## src/rtl/tx_arbiter.sv

```systemverilog
// Two-channel arbiter feeding a byte-wide UART transmitter.
// Each slave channel owns a one-entry word buffer; words are sent LSB byte first.
module tx_arbiter #(
  parameter int DATA_W  = 32,
  parameter int ADDR_W  = 32,
  parameter int TIMEOUT = 1048575
) (
  input  logic              clk,
  input  logic              rst,
  input  logic              valid_s1,
  input  logic              valid_s2,
  input  logic [DATA_W-1:0] data_s1,
  input  logic [DATA_W-1:0] data_s2,
  input  logic [ADDR_W-1:0] addr_s1,
  input  logic [ADDR_W-1:0] addr_s2,
  output logic              pready_s1,
  output logic              pready_s2,
  output logic              valid_tx,
  output logic [7:0]        data_tx,
  input  logic              tx_busy,
  input  logic              done,
  output logic [ADDR_W-1:0] addr_out,
  output logic [1:0]        grant,
  output logic [1:0]        err_ovf,
  output logic              err_tmo
);

  localparam int NB = DATA_W / 8;
  localparam int BW = (NB > 1) ? $clog2(NB) : 1;
  localparam int TW = $clog2(TIMEOUT + 1);
  localparam logic [BW-1:0] LAST_BYTE = BW'(NB - 1);
  localparam logic [TW-1:0] TMO_LAST  = TW'(TIMEOUT - 1);

  typedef enum logic [2:0] {
    IDLE      = 3'd0,
    LOAD      = 3'd1,
    WAIT_RDY  = 3'd2,
    SEND      = 3'd3,
    WAIT_DONE = 3'd4,
    RELEASE   = 3'd5
  } state_t;

  state_t              state_r;
  state_t              next_state_s;
  logic [1:0]          full_r;
  logic [DATA_W-1:0]   buf_data1_r;
  logic [DATA_W-1:0]   buf_data2_r;
  logic [ADDR_W-1:0]   buf_addr1_r;
  logic [ADDR_W-1:0]   buf_addr2_r;
  logic                win_r;       // 0 = channel 1, 1 = channel 2
  logic                rr_r;        // 1 = channel 2 preferred on contention
  logic [DATA_W-1:0]   word_r;
  logic [BW-1:0]       byte_cnt_r;
  logic [TW-1:0]       tmo_cnt_r;
  logic                valid_tx_r;
  logic [7:0]          data_tx_r;
  logic [ADDR_W-1:0]   addr_out_r;
  logic [1:0]          grant_r;
  logic [1:0]          err_ovf_r;
  logic                err_tmo_r;
  logic                pick_s;
  logic                tmo_hit_s;
  logic [1:0]          rel_s;

  // Next-state decode plus arbitration and release strobes.
  always_comb begin
    next_state_s = state_r;
    pick_s       = 1'b0;
    tmo_hit_s    = (tmo_cnt_r == TMO_LAST);
    rel_s        = 2'b00;
    if (full_r == 2'b11) begin
      pick_s = rr_r;
    end else if (full_r[1]) begin
      pick_s = 1'b1;
    end else begin
      pick_s = 1'b0;
    end
    if (state_r == RELEASE) begin
      rel_s = win_r ? 2'b10 : 2'b01;
    end else begin
      rel_s = 2'b00;
    end
    case (state_r)
      IDLE: begin
        if (full_r != 2'b00) begin
          next_state_s = LOAD;
        end else begin
          next_state_s = IDLE;
        end
      end
      LOAD: next_state_s = WAIT_RDY;
      WAIT_RDY: begin
        if (!tx_busy) begin
          next_state_s = SEND;
        end else begin
          next_state_s = WAIT_RDY;
        end
      end
      SEND: next_state_s = WAIT_DONE;
      WAIT_DONE: begin
        if (done) begin
          next_state_s = (byte_cnt_r == LAST_BYTE) ? RELEASE : WAIT_RDY;
        end else if (tmo_hit_s) begin
          next_state_s = RELEASE;
        end else begin
          next_state_s = WAIT_DONE;
        end
      end
      RELEASE: next_state_s = IDLE;
      default: next_state_s = IDLE;
    endcase
  end

  // State register.
  always_ff @(posedge clk) begin
    if (rst) begin
      state_r <= IDLE;
    end else begin
      state_r <= next_state_s;
    end
  end

  // Holding buffers; a request hitting a full buffer is dropped and flagged.
  always_ff @(posedge clk) begin
    if (rst) begin
      full_r      <= 2'b00;
      buf_data1_r <= '0;
      buf_data2_r <= '0;
      buf_addr1_r <= '0;
      buf_addr2_r <= '0;
      err_ovf_r   <= 2'b00;
    end else begin
      if (valid_s1 && !full_r[0]) begin
        buf_data1_r <= data_s1;
        buf_addr1_r <= addr_s1;
      end
      if (valid_s2 && !full_r[1]) begin
        buf_data2_r <= data_s2;
        buf_addr2_r <= addr_s2;
      end
      if (valid_s1 && full_r[0]) begin
        err_ovf_r[0] <= 1'b1;
      end
      if (valid_s2 && full_r[1]) begin
        err_ovf_r[1] <= 1'b1;
      end
      full_r[0] <= full_r[0] ? !rel_s[0] : valid_s1;
      full_r[1] <= full_r[1] ? !rel_s[1] : valid_s2;
    end
  end

  // Transfer datapath: word shifter, counters and registered outputs.
  always_ff @(posedge clk) begin
    if (rst) begin
      win_r      <= 1'b0;
      rr_r       <= 1'b0;
      word_r     <= '0;
      byte_cnt_r <= '0;
      tmo_cnt_r  <= '0;
      valid_tx_r <= 1'b0;
      data_tx_r  <= 8'h00;
      addr_out_r <= '0;
      grant_r    <= 2'b00;
      err_tmo_r  <= 1'b0;
    end else begin
      valid_tx_r <= 1'b0;
      case (state_r)
        IDLE: begin
          if (full_r != 2'b00) begin
            win_r <= pick_s;
          end
        end
        LOAD: begin
          word_r     <= win_r ? buf_data2_r : buf_data1_r;
          addr_out_r <= win_r ? buf_addr2_r : buf_addr1_r;
          grant_r    <= win_r ? 2'b10 : 2'b01;
          byte_cnt_r <= '0;
        end
        WAIT_RDY: begin
          // valid_tx is raised on entry to SEND so it is high for exactly that cycle
          if (!tx_busy) begin
            valid_tx_r <= 1'b1;
            data_tx_r  <= word_r[7:0];
          end
        end
        SEND: begin
          tmo_cnt_r <= '0;
        end
        WAIT_DONE: begin
          if (done) begin
            byte_cnt_r <= byte_cnt_r + BW'(1);
            word_r     <= word_r >> 4'd8;
          end else begin
            tmo_cnt_r <= tmo_cnt_r + TW'(1);
            if (tmo_hit_s) begin
              err_tmo_r <= 1'b1;
            end
          end
        end
        RELEASE: begin
          rr_r    <= ~win_r;
          grant_r <= 2'b00;
        end
        default: begin
          grant_r <= 2'b00;
        end
      endcase
    end
  end

  assign pready_s1 = ~full_r[0];
  assign pready_s2 = ~full_r[1];
  assign valid_tx  = valid_tx_r;
  assign data_tx   = data_tx_r;
  assign addr_out  = addr_out_r;
  assign grant     = grant_r;
  assign err_ovf   = err_ovf_r;
  assign err_tmo   = err_tmo_r;

endmodule

```

## config.mk

```make
export PLATFORM = sky130hd
export DESIGN_NAME = tx_arbiter
export DESIGN_NICKNAME = d
export VERILOG_FILES = /design/src/rtl/tx_arbiter.sv
export SDC_FILE = /design/constraint.sdc
export NUM_CORES = 1
export LEC_CHECK = 0
export CAP_MARGIN = 20
export CORE_MARGIN = 5
export CORE_UTILIZATION = 41
export CTS_CLUSTER_SIZE = 16
export DETAILED_ROUTE_END_ITERATION = 16
export GPL_TIMING_DRIVEN = 0
export PLACE_DENSITY_LB_ADDON = 0.15
export SLEW_MARGIN = 40
export SYNTH_ARGS = -nofsm -noshare
export SYNTH_HDL_FRONTEND = slang
export SYNTH_SLANG_ARGS = --single-unit
```

## constraint.sdc

```tcl
create_clock -name clk -period 2.5 [get_ports clk]
set_clock_uncertainty 0.1 [all_clocks]
set_input_delay 0.5 -clock clk [delete_from_list [all_inputs] [get_ports clk]]
set_output_delay 0.5 -clock clk [all_outputs]
set_load 0.05 [all_outputs]
```

==> impl_metrics.yaml, run 1 <==
sta:
  setup_viol: 0
  fmax_ghz: 0.4161
  slew_violations: 0
  tightest_slew_ns: 0.8447
  max-slew-margin-rel_pct: 43.68
  rsz0062_at_grt: "no"
  hold_viol: 0
  period_minus_slack_ns: 2.403
  post-route-period-util_pct: 96.13
pwr:
  power.density_nw_per_um2: 791.0
  power_leakage_nw: 4.337
  peakVddDrop_v: 0.0004243
clock_tree:
  cts.clk_slew.worst_paths_ns: 0.06
  hold_buffers: 0
  cts_buffers: 25
  clock_path_buffers: 3
  cts_tree: "built"
  insertion_delay_ns: 0.51
  cts_root_buf: "clkbuf_16"
  cts_sinks: 235
  h-tree-depth: 1
setup_path:
  crit_type: "register to primary output"
  worstSetupEndpointType: "primary output"
  crit_path_start_kind: "register"
  required_ns: 1.90
  cp_max_fo: 7
  arrival_ns: 1.80
  ff2ff_path_depth: 5
logic_synthesis:
  synth.lib_cells_used.distinct: 41
  synth_fa_ha_area_share_pct: 0.4058
  synth.area.mux_share_pct: 7.035
  synth-compound-area-share_pct: 17.57
  synth_top_family_by_area: "simple AND/OR/NAND/NOR gates"
  ys_seq_area_share_pct: 50.87
  synth-simple-area-share_pct: 19.26
  synth_area_leaders: "dfxtp_1 51%, nand2_1 13%, a21oi_1 10%, mux2i_1 6.1%, a211oi_1 2.6%"
  synth_area_sq_um: 9249
  synth_warnings: 0
  synth_ff_type: "dfxtp_1"
  yosysTopAreaCell: "dfxtp_1"
  synth.net_count: 1259
  synth_xor_area_share_pct: 0.7576
  synth_cells: 1122
  synth_edf_count: 0
  ys_ff_latch: 235
  async_flop_share_pct: 0
  yosysTopAreaCellShare_pct: 50.87
  synth_area_per_cell_sq_um: 8.243
floorplan:
  start_util_pct: 41.23
  boundaryPins: 182
  die-area_sq_um: 25660
  die_x_um: 160.2
  die_y_um: 160.2
  core_area_sq_um: 22430
  rows: 55
global_routing:
  grtUsageTotal_pct: 19.76
  grt_remaining_overflow: 0
  grt_pass1_wl_um: 41770
  grt_max_degree: 13
  antenna_found_initial: 0
  grt_pass1_vias: 7897
placement:
  place_area_sq_um: 11410
  dp_cells: 1587
  gp_congestion: 0.7910
  port_buffers: 180
  dpl.hpwl_um: 19010
route:
  drtAntennaViolNets: 0
  drtIter0Drc: 422
  dr.pass1.iters: 5
  dr_total_vias: 8315
  wl_met2_um: 12060
  drc_errors: 0
  wirelength_um: 26310
  route.met3.wl_um: 1254
  wirelength_met1_um: 12440
  viasPerCell: 5.098
  wl_per_cell_um: 16.13
  top_layer_used: "met4"
cells_and_area:
  final_cell_mix: "330 x nand2_1, 235 x dfxtp_1, 183 x a21oi_1, 180 x clkdlybuf4s50_1, 72 x clkbuf_1"
  fin_cells: 1631
  antennaDiodeCount: 0
  nets: 1466
  drive_gt1_share_pct: 4.309
  syn_to_final_growth_pct: 31.95
  num-fill-cells: 2210
  final_common_cell: "nand2_1"
  final_area_sq_um: 12200
min_path:
  hold_depth: 4
  hp-class: "primary input to register"
flow_run:
  drv_cap: 0
run_status:
  run_status: "finished, final reports clean"
-- area by class of cell --
class                      instances  area [sq um]  area share, %
buffer                            89         355.3          2.912
clock buffer                      40         711.9          5.834
clock inverter                     4         73.82         0.6049
inverter                           7         26.28         0.2153
multi-input combinational        791          4174          34.20
sequential                       235          4705          38.55
tap                              285         356.6          2.922
timing repair buffer             180          1802          14.76
-- logic make-up after synthesis --
group / count (synthesis)
adder cells (fa/ha/maj): 3
buffers and inverters: 96
AND/OR/NAND/NOR: 436
XOR/XNOR: 8
multiplexers: 64
flip-flops: 235
AO/OA/AOI/OAI: 280
-- sequential cells by signal, summed over array words and instances (netlist names), 3 cells and up --
register and flops:
state_r 3, data_tx 8, buf_addr2_r 32, word_r 32, addr_out 32, buf_data1_r 32, buf_data2_r 32, buf_addr1_r 32
tmo_cnt_r 20
-- cell usage after synthesis (all sizes together) (3+ instances only) --
library cell / instances
ha: 3
or3: 8
buf: 27
nor3b: 3
or4: 4
nand2: 330
mux2: 8
o211ai: 26
nand4: 5
nor2b: 3
mux2i: 56
a21oi: 184
o21ai: 10
and4: 3
inv: 7
o31ai: 5
o2111ai: 4
nor3: 3
a22oi: 10
nand2b: 3
nor2: 58
xor2: 6
nand3: 8
dfxtp: 235
a211oi: 32
clkbuf: 62
-- power by group --
part | internal (mW) | switching (mW)
clock network | 2.15 | 1.44
logic | 0.719 | 1.19
registers | 4.01 | 0.143
total | 6.88 | 2.77
-- worst max-delay path, stage by stage (launching register included) --
cell             delay (ns)
dfxtp_1                0.38
inv_1                  0.09
clkdlybuf4s50_1        0.83
-- path summary, 6_finish.rpt --
path	slack, ns	end	startpoint
setup / recovery	0.1	pready_s1	full_r[0]$_SDFF_PP0_
hold / removal	0.34	state_r[2]$_SDFF_PP0_	done
setup reg to reg	0.21	addr_out[23]$_SDFFE_PP0P_	state_r[2]$_SDFF_PP0_
hold reg to reg	0.35	byte_cnt_r[1]$_SDFFE_PP0P_	byte_cnt_r[1]$_SDFFE_PP0P_
-- through the flow --
step                      setup slack [ns]  power, mW  hold WS (ns)  utilization, %  TNS (ns)
after floorplan                     0.4249      5.400        0.3321               -         0
final                              0.09670      9.653        0.3353           54.40         0
after CTS                          0.07938      9.716        0.3131           54.36         0
after global placement             -0.5970      6.133        0.3383           50.85    -70.63
after global routing               0.01829      10.05        0.3682           54.40         0
after detailed placement           -0.6268      6.149        0.3456           50.85    -72.07
-- repair_timing --
item	in CTS	in global routing
buffers inserted	0	0
pin swaps	0	0
resized for setup	1	3
endpoints found under the setup margin	50	12
-- per-layer routing --
layer,vias to the layer above,global-route usage (%)
li1,4229,-
met2,208,32.33
met1,3845,27.88
met4,0,4.263
met3,33,2.839
met5,-,0
(Power assumes the default switching activity.)
==> inputs of run 2 (changes only) <==
--- a/config.mk
+++ b/config.mk
@@ -8,6 +8,7 @@
 export CAP_MARGIN = 20
 export CORE_MARGIN = 5
 export CORE_UTILIZATION = 41
+export CTS_BUF_LIST = sky130_fd_sc_hd__clkbuf_8 sky130_fd_sc_hd__clkbuf_16
 export CTS_CLUSTER_SIZE = 16
 export DETAILED_ROUTE_END_ITERATION = 16
 export GPL_TIMING_DRIVEN = 0
@@ -16,3 +17,4 @@
 export SYNTH_ARGS = -nofsm -noshare
 export SYNTH_HDL_FRONTEND = slang
 export SYNTH_SLANG_ARGS = --single-unit
+export TNS_END_PERCENT = 30
==> run 2 against run 1 <==
  * Cell count unchanged
  * Via count down 0.16%
  * Register-to-register slack about the same
  * Worst hold slack about the same
  * Die area unchanged
==> impl_metrics.yaml, run 2 (synthesis results as in run 1) <==
route:
  drc_errors: 0
  drtAntennaViolNets: 0
  viasPerCell: 5.090
  dr.pass1.iters: 5
  drtIter0Drc: 417
  dr_total_vias: 8302
  wl_per_cell_um: 16.10
  wirelength_um: 26260
sta:
  slew_violations: 0
  tightest_slew_ns: 0.8366
  whs_ns: 0.3354
  post-route-period-util_pct: 96.13
  period_minus_slack_ns: 2.403
  fmax_ghz: 0.4161
  hold_viol: 0
  setup_viol: 0
  rsz0062_at_grt: "no"
  max-slew-margin-rel_pct: 44.23
clock_tree:
  cts_root_buf: "clkbuf_16"
  cts.clk_slew.worst_paths_ns: 0.06
  clock_path_buffers: 3
  cts_tree: "built"
  h-tree-depth: 1
  cts_buffers: 25
  insertion_delay_ns: 0.51
  cts_sinks: 235
cells_and_area:
  nets: 1466
  num-fill-cells: 2210
  multi_input_area_sq_um: 4174
  final_cell_mix: "330 x nand2_1, 235 x dfxtp_1, 183 x a21oi_1, 180 x clkdlybuf4s50_1, 60 x clkbuf_1"
  antennaDiodeCount: 0
  final_common_cell: "nand2_1"
  drive_gt1_share_pct: 4.309
  syn_to_final_growth_pct: 31.95
  ff_latch_area_sq_um: 4705
floorplan:
  die_y_um: 160.2
  die_x_um: 160.2
  rows: 55
  die-area_sq_um: 25660
  core_area_sq_um: 22430
  start_util_pct: 41.23
  boundaryPins: 182
pwr:
  power_leakage_nw: 4.387
  peakVddDrop_v: 0.0004240
  total_power_mw: 9.601
  power.density_nw_per_um2: 786.7
global_routing:
  grt_max_degree: 13
  grtUsageTotal_pct: 19.76
  grt_pass1_vias: 7897
  antenna_found_initial: 0
  grt_pass1_wl_um: 41770
  grt_remaining_overflow: 0
setup_path:
  worstSetupEndpointType: "primary output"
  crit_type: "register to primary output"
  arrival_ns: 1.80
  cp_max_fo: 7
  required_ns: 1.90
  crit_path_start_kind: "register"
run_status:
  run_status: "finished, final reports clean"
min_path:
  hp-class: "primary input to register"
flow_run:
  drv_cap: 0
placement:
  gp_congestion: 0.7910
  port_buffers: 180
  dpl.hpwl_um: 19010
## run 2: cell types whose count changed in the layout (fill, tap and decap cells not counted), sizes merged
cell	before	now
clkbuf	102	90
inv	8	20
## run 2: repair_timing
action,CTS,global route
buffers inserted,0,0
hold buffers,0,0
gates resized for setup,1,3
setup endpoints to repair,50,12
pin swaps,0,0
## run 2: layer usage
layer	track usage, %	wire length [um]	vias to the layer above
met3	2.839	1233	33
met4	4.263	555	0
met1	27.88	12430	3827
met5	0	0	-
li1	-	-	4231
met2	32.33	12040	211
## run 2: metrics by stage
| stage | instance area, sq um | setup slack, ns | setup TNS [ns] | util [%] | std cells |
|---|---|---|---|---|---|
| 2_1_floorplan | 9249 | 0.4249 | 0 | - | 1122 |
| 3_3_place_gp | 11410 | -0.5970 | -70.63 | 50.85 | 1587 |
| 3_5_place_dp | 11410 | -0.6268 | -72.07 | 50.85 | 1587 |
| 4_1_cts | 12190 | 0.07938 | 0 | 54.36 | 1631 |
| 5_1_grt | 12200 | 0.01828 | 0 | 54.40 | 1631 |
| 6_report | 12200 | 0.09668 | 0 | 54.40 | 1631 |
## run 2: final timing paths
path                                            startpoint                          to  slack [ns]  depth (start not counted)
worst min-delay path                                  done       state_r[2]$_SDFF_PP0_        0.34                          4
worst max-delay path                  full_r[0]$_SDFF_PP0_                   pready_s1         0.1                          2
worst min register to register  byte_cnt_r[1]$_SDFFE_PP0P_  byte_cnt_r[1]$_SDFFE_PP0P_        0.35                          2
worst max register to register       state_r[2]$_SDFF_PP0_   addr_out[23]$_SDFFE_PP0P_        0.20                          5
## run 2: report_power, final
part           internal, mW  switching, mW
logic                 0.719           1.19
clock network          2.10           1.44
registers              4.01          0.143
## run 2: layout make-up
cell class	instances	area share, %
tap	285	2.922
sequential	235	38.55
multi-input combinational	791	34.20
inverter	7	0.2153
clock buffer	28	5.464
clock inverter	16	0.9740
buffer	89	2.912
timing repair buffer	180	14.76
## run 2: worst max-delay path: stages (launching register included)
cell and delay, ns:
dfxtp_1 0.38, inv_1 0.09, clkdlybuf4s50_1 0.83
